--- src/rtl/uart_rx_frame_ctrl.sv ---
// uart_rx_frame_ctrl: parses SYNC|ADDR|LEN|DATA[LEN]|CHK frames and replays the payload as register writes.
// Build option: define UART_RX_FRAME_CHK_EN to require and verify the trailing CHK byte.
module uart_rx_frame_ctrl #(
  parameter int         word_width   = 8,
  parameter int         max_len      = 16,
  parameter int         timeout_clks = 100_000,
  parameter logic [7:0] sync_byte    = 8'hA5
) (
  input  logic                  clk,
  input  logic                  rst,
  input  logic [word_width-1:0] rx_byte,
  input  logic                  byte_valid,
  output logic                  wr_en,
  output logic [7:0]            wr_addr,
  output logic [7:0]            wr_data,
  output logic                  frame_done,
  output logic                  frame_err,
  output logic [2:0]            err_code,
  output logic                  busy
);

  localparam int AW = (max_len > 1) ? $clog2(max_len) : 1;
  localparam int TW = (timeout_clks > 2) ? $clog2(timeout_clks) : 2;
  localparam logic [7:0]    MAX_LEN_B = 8'(max_len);
  localparam logic [TW-1:0] TMO_LAST  = TW'(timeout_clks - 2);

  typedef enum logic [2:0] {
    S_IDLE,
    S_ADDR,
    S_LEN,
    S_DATA,
    S_CHK,
    S_COMMIT
  } state_t;

  typedef enum logic [2:0] {
    ERR_NONE = 3'd0,
    ERR_LEN  = 3'd1,
    ERR_CHK  = 3'd2,
    ERR_OVR  = 3'd3,
    ERR_TMO  = 3'd4
  } err_t;

  state_t        state, state_nxt;
  logic [7:0]    base, base_nxt;
  logic [7:0]    len, len_nxt;
  logic [7:0]    idx, idx_nxt;
  logic [7:0]    cidx, cidx_nxt;
  logic [TW-1:0] tmo_cnt, tmo_nxt;
  logic          ovr_pend, ovr_nxt;
  logic          buf_we;
  logic          start_commit;
  logic          tmo_active;
  logic          wr_en_nxt;
  logic [7:0]    wr_addr_nxt;
  logic [7:0]    wr_data_nxt;
  logic          done_nxt;
  logic          err_nxt;
  logic [2:0]    code_nxt;
  logic          busy_nxt;
  logic [7:0]    first_data;
`ifdef UART_RX_FRAME_CHK_EN
  logic [7:0]    chk, chk_nxt;
`endif

  logic [7:0] payload_mem [0:max_len-1];

  // Payload buffer has no reset; only indices below the latched length are ever read.
  always_ff @(posedge clk) begin
    if (buf_we) begin
      payload_mem[idx[AW-1:0]] <= rx_byte;
    end
  end

  always_ff @(posedge clk) begin
    if (rst) begin
      state      <= S_IDLE;
      base       <= '0;
      len        <= '0;
      idx        <= '0;
      cidx       <= '0;
      tmo_cnt    <= '0;
      ovr_pend   <= 1'b0;
      wr_en      <= 1'b0;
      wr_addr    <= '0;
      wr_data    <= '0;
      frame_done <= 1'b0;
      frame_err  <= 1'b0;
      err_code   <= ERR_NONE;
      busy       <= 1'b0;
`ifdef UART_RX_FRAME_CHK_EN
      chk        <= '0;
`endif
    end else begin
      state      <= state_nxt;
      base       <= base_nxt;
      len        <= len_nxt;
      idx        <= idx_nxt;
      cidx       <= cidx_nxt;
      tmo_cnt    <= tmo_nxt;
      ovr_pend   <= ovr_nxt;
      wr_en      <= wr_en_nxt;
      wr_addr    <= wr_addr_nxt;
      wr_data    <= wr_data_nxt;
      frame_done <= done_nxt;
      frame_err  <= err_nxt;
      err_code   <= code_nxt;
      busy       <= busy_nxt;
`ifdef UART_RX_FRAME_CHK_EN
      chk        <= chk_nxt;
`endif
    end
  end

  assign tmo_active = (state == S_ADDR) || (state == S_LEN) ||
                      (state == S_DATA) || (state == S_CHK);

  // Without a CHK byte the first write can be the byte arriving right now.
  assign first_data = ((state == S_DATA) && (idx == 8'd0)) ? rx_byte : payload_mem[0];

  always_comb begin
    state_nxt    = state;
    base_nxt     = base;
    len_nxt      = len;
    idx_nxt      = idx;
    cidx_nxt     = cidx;
    tmo_nxt      = '0;
    ovr_nxt      = ovr_pend;
    buf_we       = 1'b0;
    start_commit = 1'b0;
    wr_en_nxt    = 1'b0;
    wr_addr_nxt  = wr_addr;
    wr_data_nxt  = wr_data;
    done_nxt     = 1'b0;
    err_nxt      = 1'b0;
    code_nxt     = err_code;
`ifdef UART_RX_FRAME_CHK_EN
    chk_nxt      = chk;
`endif

    unique case (state)
      S_IDLE: begin
        // An overrun caught on the final commit cycle is reported here so it never meets frame_done.
        if (ovr_pend) begin
          err_nxt  = 1'b1;
          code_nxt = ERR_OVR;
          ovr_nxt  = 1'b0;
        end
        if (byte_valid && (rx_byte == sync_byte)) begin
          state_nxt = S_ADDR;
        end
      end
      S_ADDR: begin
        if (byte_valid) begin
          base_nxt  = rx_byte;
`ifdef UART_RX_FRAME_CHK_EN
          chk_nxt   = rx_byte;
`endif
          state_nxt = S_LEN;
        end
      end
      S_LEN: begin
        if (byte_valid) begin
          if ((rx_byte == 8'd0) || (rx_byte > MAX_LEN_B)) begin
            err_nxt   = 1'b1;
            code_nxt  = ERR_LEN;
            state_nxt = S_IDLE;
          end else begin
            len_nxt   = rx_byte;
            idx_nxt   = 8'd0;
`ifdef UART_RX_FRAME_CHK_EN
            chk_nxt   = chk ^ rx_byte;
`endif
            state_nxt = S_DATA;
          end
        end
      end
      S_DATA: begin
        if (byte_valid) begin
          buf_we  = 1'b1;
          idx_nxt = idx + 8'd1;
`ifdef UART_RX_FRAME_CHK_EN
          chk_nxt = chk ^ rx_byte;
          if (idx == (len - 8'd1)) begin
            state_nxt = S_CHK;
          end
`else
          if (idx == (len - 8'd1)) begin
            start_commit = 1'b1;
          end
`endif
        end
      end
`ifdef UART_RX_FRAME_CHK_EN
      S_CHK: begin
        if (byte_valid) begin
          if (rx_byte == chk) begin
            start_commit = 1'b1;
          end else begin
            err_nxt   = 1'b1;
            code_nxt  = ERR_CHK;
            state_nxt = S_IDLE;
          end
        end
      end
`endif
      S_COMMIT: begin
        if (byte_valid) begin
          if (cidx == len) begin
            ovr_nxt = 1'b1;
          end else begin
            err_nxt  = 1'b1;
            code_nxt = ERR_OVR;
          end
        end
        if (cidx == len) begin
          done_nxt  = 1'b1;
          state_nxt = S_IDLE;
        end else begin
          wr_en_nxt   = 1'b1;
          wr_addr_nxt = base + cidx;
          wr_data_nxt = payload_mem[cidx[AW-1:0]];
          cidx_nxt    = cidx + 8'd1;
        end
      end
      default: begin
        state_nxt = S_IDLE;
      end
    endcase

    if (start_commit) begin
      state_nxt   = S_COMMIT;
      wr_en_nxt   = 1'b1;
      wr_addr_nxt = base;
      wr_data_nxt = first_data;
      cidx_nxt    = 8'd1;
    end

    // A byte arriving on the expiry cycle wins: the counter simply restarts.
    if (tmo_active && !byte_valid) begin
      if (tmo_cnt == TMO_LAST) begin
        err_nxt   = 1'b1;
        code_nxt  = ERR_TMO;
        state_nxt = S_IDLE;
      end else begin
        tmo_nxt = tmo_cnt + TW'(1);
      end
    end

    busy_nxt = (state_nxt != S_IDLE);
  end

endmodule
--- config.mk ---
export PLATFORM = sky130hd
export DESIGN_NAME = uart_rx_frame_ctrl
export DESIGN_NICKNAME = d
export VERILOG_FILES = /design/src/rtl/uart_rx_frame_ctrl.sv
export SDC_FILE = /design/constraint.sdc
export NUM_CORES = 1
export LEC_CHECK = 0
export ABC_AREA = 1
export BUFFER_PORTS_ARGS = -buffer_cell sky130_fd_sc_hd__buf_2
export CAP_MARGIN = 20
export CORE_UTILIZATION = 50
export CTS_BUF_LIST = sky130_fd_sc_hd__clkbuf_4
export DETAILED_ROUTE_END_ITERATION = 12
export PLACE_DENSITY = 0.67
export SYNTH_ARGS = -nofsm -noshare
export SYNTH_HDL_FRONTEND = slang
export SYNTH_SLANG_ARGS = --single-unit
--- constraint.sdc ---
create_clock -name clk -period 2.3 [get_ports clk]
set_input_delay 0.115 -clock clk [delete_from_list [all_inputs] [get_ports clk]]
set_output_delay 0.115 -clock clk [all_outputs]
set_load 0.03 [all_outputs]
==> results.py <==
metrics = {
    "synthesis": {
        "synth_edf_count": 128,
        "synth_ff_type": "edfxtp_1",
        "syn_avg_cell_area_um2": 9.05,
        "synth_commonest_cells": "nand2_1, nor2_1, edfxtp_1, inv_1, o21ai_0",
        "ys_ff_latch": 204,
        "netlist_top_cells_area": "edfxtp_1, dfxtp_1, nand2_1, nor2_1, o21ai_0",
        "synth.most_common_cell": "nand2_1",
        "yosysTopAreaCell": "edfxtp_1",
        "syn_inst": 1039,
        "synth.cell_area_um2": 9400,
        "synth.yosys.warnings": 0,
        "synth_cell_types": 46,
        "synth_fp_nets": 1066,
        "seq_area_frac_synth_pct": 57.1,
        "synth_top_area_share_pct": 40.9,
        "async_reset_ff_share_pct": 0,
    },
    "sta": {
        "min_period_ps": 2100,
        "tightestPinTransition_ps": 372,
        "worst_hold_slack_ps": 348,
        "grt_setup_unrepaired": "false",
        "fin_skew_ps": 54.9,
        "finalSetupViolations": 0,
        "slew_headroom_pct": 75.2,
        "slew_violations": 0,
        "fmax_mhz": 477,
        "finalCritPeriodShare_pct": 91.1,
        "hold_viol": 0,
        "setup_tns_ps": 0,
    },
    "min_path": {
        "worstHoldEndpoint": "payload_mem[7][4]$_DFFE_PP_",
        "hp-class": "input pin to register",
        "hold_depth": 2,
        "min-delay-start": "rx_byte[4]",
    },
    "drt": {
        "wl_met2_mm": 10.9,
        "antenna_left": 0,
        "drt_iter0_markers": 712,
        "routedWlPerCell_um": 16.7,
        "wl_met1_mm": 10.5,
        "drc_errors": 3,
        "post_drt_via_cell_ratio": 5.44,
        "firstDrtPassIters": 12,
        "wl_met3_mm": 1.61,
        "vias": 7677,
        "routed_wl_mm": 23.6,
        "top_layer": "met4",
    },
    "worst_setup_path": {
        "r2r-start": "len[0]$_SDFFE_PP0P_",
        "r2r_slack_ps": 200,
        "required_ps": 2900,
        "crit_type": "register to register",
        "rr_worst_depth": 15,
        "crit_top_cell": "nand2_1",
        "critical_path.slowest_cell": "dfxtp_1",
        "r2r_end": "cidx[0]$_SDFFE_PP0P_",
        "crit_path_start_kind": "register",
        "arrival_ps": 2690,
        "path_cells": "inv_2 -> ha_1 -> inv_1 -> nand2_1 -> nand2_1 -> nand2_1 -> nor2_1 -> nand3_1 -> nor2_2 -> nand3_4 -> nand2_2 -> inv_1 -> nand2_1 -> nand3_1 -> inv_1",
        "cpPeakStageDelay_ps": 390,
        "endpoint_kind": "register",
        "crit_fanout": 16,
    },
    "grt": {
        "antenna_found_initial": 1,
        "grt_pass1_vias": 7126,
        "grt_max_degree": 65,
        "grt.total_usage_pct": 24.9,
        "grt_pass1_wl_mm": 37.3,
        "gr-total-overflow": 0,
    },
    "power_and_ir_drop": {
        "irDropWorstVdd_uv": 382,
        "powerDensity_nw_per_um2": 670,
        "p_leak_nw": 4.39,
    },
    "clocking": {
        "root_buffer": "clkbuf_4",
        "cts_resized": 0,
        "cts.path.max_buffers": 3,
        "cts_hold_buf": 11,
        "cts-buffers-inserted": 52,
        "post_cts_buffers": 0,
        "cts_tree": "yes",
        "clock_latency_ps": 660,
        "path_clk_slew_ps": 60,
        "clkSinkCount": 204,
        "cts-htree-levels": 2,
    },
    "place": {
        "hpwl_mm": 15.3,
        "io_buffers": 33,
        "place_congestion": 0.922,
    },
    "floorplanning": {
        "rows": 49,
        "io_pins": 34,
        "die_width_um": 139,
        "die_y_um": 139,
        "die_area_um2": 19400,
        "start_util_pct": 51.6,
        "core_area_um2": 18200,
    },
    "final_layout": {
        "area.growth.synth_to_final_pct": 15.5,
        "drive_above_1_share_pct": 16.7,
        "nets": 1166,
    },
    "job": {
        "cap_viol_max_count": 0,
    },
    "status": {
        "violations": "design-rule violations",
        "status": "finished, violations left",
    },
}
## through the flow
stage	std cells	utilization, %	setup WS (ps)	cell area, um^2	total power [W]
floorplan	1039	-	471	9400	0.00399
global placement	1303	55.0	217	10000	0.00407
detailed placement	1303	55.0	173	10000	0.00407
CTS	1411	59.6	197	10900	0.00734
global route	1412	59.6	12.9	10900	0.00754
finish	1412	59.6	204	10900	0.00728
## registers in the layout, summed over array words and instances (netlist names)
name         flops
idx              8
wr_data          8
busy             1
base             8
wr_addr          8
frame_err        1
payload_mem    128
len              8
ovr_pend         1
state            3
frame_done       1
cidx             8
tmo_cnt         17
err_code         3
wr_en            1
## cells by family (layout without fill, tap and decap cells)
| family | count (synthesis) | in the layout | synth area share, % |
|---|---|---|---|
| XOR/XNOR | 15 | 15 | 1.40 |
| flip-flops | 204 | 204 | 57.1 |
| adder cells (fa/ha/maj) | 16 | 16 | 2.21 |
| other | 0 | 1 | 0 |
| AO/OA/AOI/OAI | 181 | 181 | 10.8 |
| AND/OR/NAND/NOR | 479 | 479 | 22.4 |
| buffers and inverters | 144 | 287 | 6.15 |
## cell usage in the layout (no fill, tap or decap), types with 3 or more instances in the layout
cell type      count
nor3b_1            7
o21ai_0           93
ha_1              15
xnor2_1            4
nand3b_1           8
dfxtp_1           75
o22ai_1           17
buf_2             33
nand4_1           15
inv_1             93
o221ai_1           6
nand2_1          180
nor2_2             8
nand2_2            6
nand3_1           68
nor3_1            13
a211oi_1           3
a31oi_1            3
xor2_1            11
buf_4             40
clkinv_1          11
o211ai_1          12
edfxtp_1         128
dlygate4sd3_1     11
inv_2              7
a21oi_1           39
nor2_1           162
clkbuf_4          88
buf_12             3
## power breakdown
group          leakage, nW  switching, W  internal (W)
logic                 2.20     0.0000918     0.0000343
registers             1.76   0.000000196       0.00388
clock network        0.432       0.00145       0.00183
## worst max path at each step
| stage | from | endpoint | cells after the start | slack (ps) |
|---|---|---|---|---|
| 3_3_place_gp | len[1]$_SDFFE_PP0P_ | cidx[0]$_SDFFE_PP0P_ | 15 | 220 |
| 6_report | len[0]$_SDFFE_PP0P_ | cidx[0]$_SDFFE_PP0P_ | 15 | 200 |
| 3_5_place_dp | len[0]$_SDFFE_PP0P_ | cidx[0]$_SDFFE_PP0P_ | 15 | 170 |
| 5_1_grt | len[0]$_SDFFE_PP0P_ | cidx[0]$_SDFFE_PP0P_ | 16 | 10 |
| 4_1_cts | len[0]$_SDFFE_PP0P_ | cidx[0]$_SDFFE_PP0P_ | 15 | 200 |
| 2_1_floorplan | cidx[1]$_SDFFE_PP0P_ | wr_addr[6]$_SDFFE_PP0P_ | 12 | 470 |
## layer usage
metal	up-vias	track usage (%)
li1	3761	-
met1	3588	34.1
met2	288	39.1
met3	40	4.90
met4	0	10.1
met5	-	0
## critical path: cells and delay by family (launching register included)
| family | cells | cell delay [ps] |
|---|---|---|
| and+or+nand+nor | 10 | 1050 |
| adders and majority gates | 1 | 310 |
| DFF | 1 | 390 |
| buffers and inverters | 4 | 310 |
## layout make-up
class                   count  area (um^2)
repair buffers             87          636
fillers                  1573         7350
clock buffers              88          661
multi-input cells         691         3460
flip-flops and latches    204         5370
clock inverters             9         60.1
well taps                 229          287
inverters                 103          387
diodes                      1         2.50
Note: power is estimated with default switching activity, not from simulation.
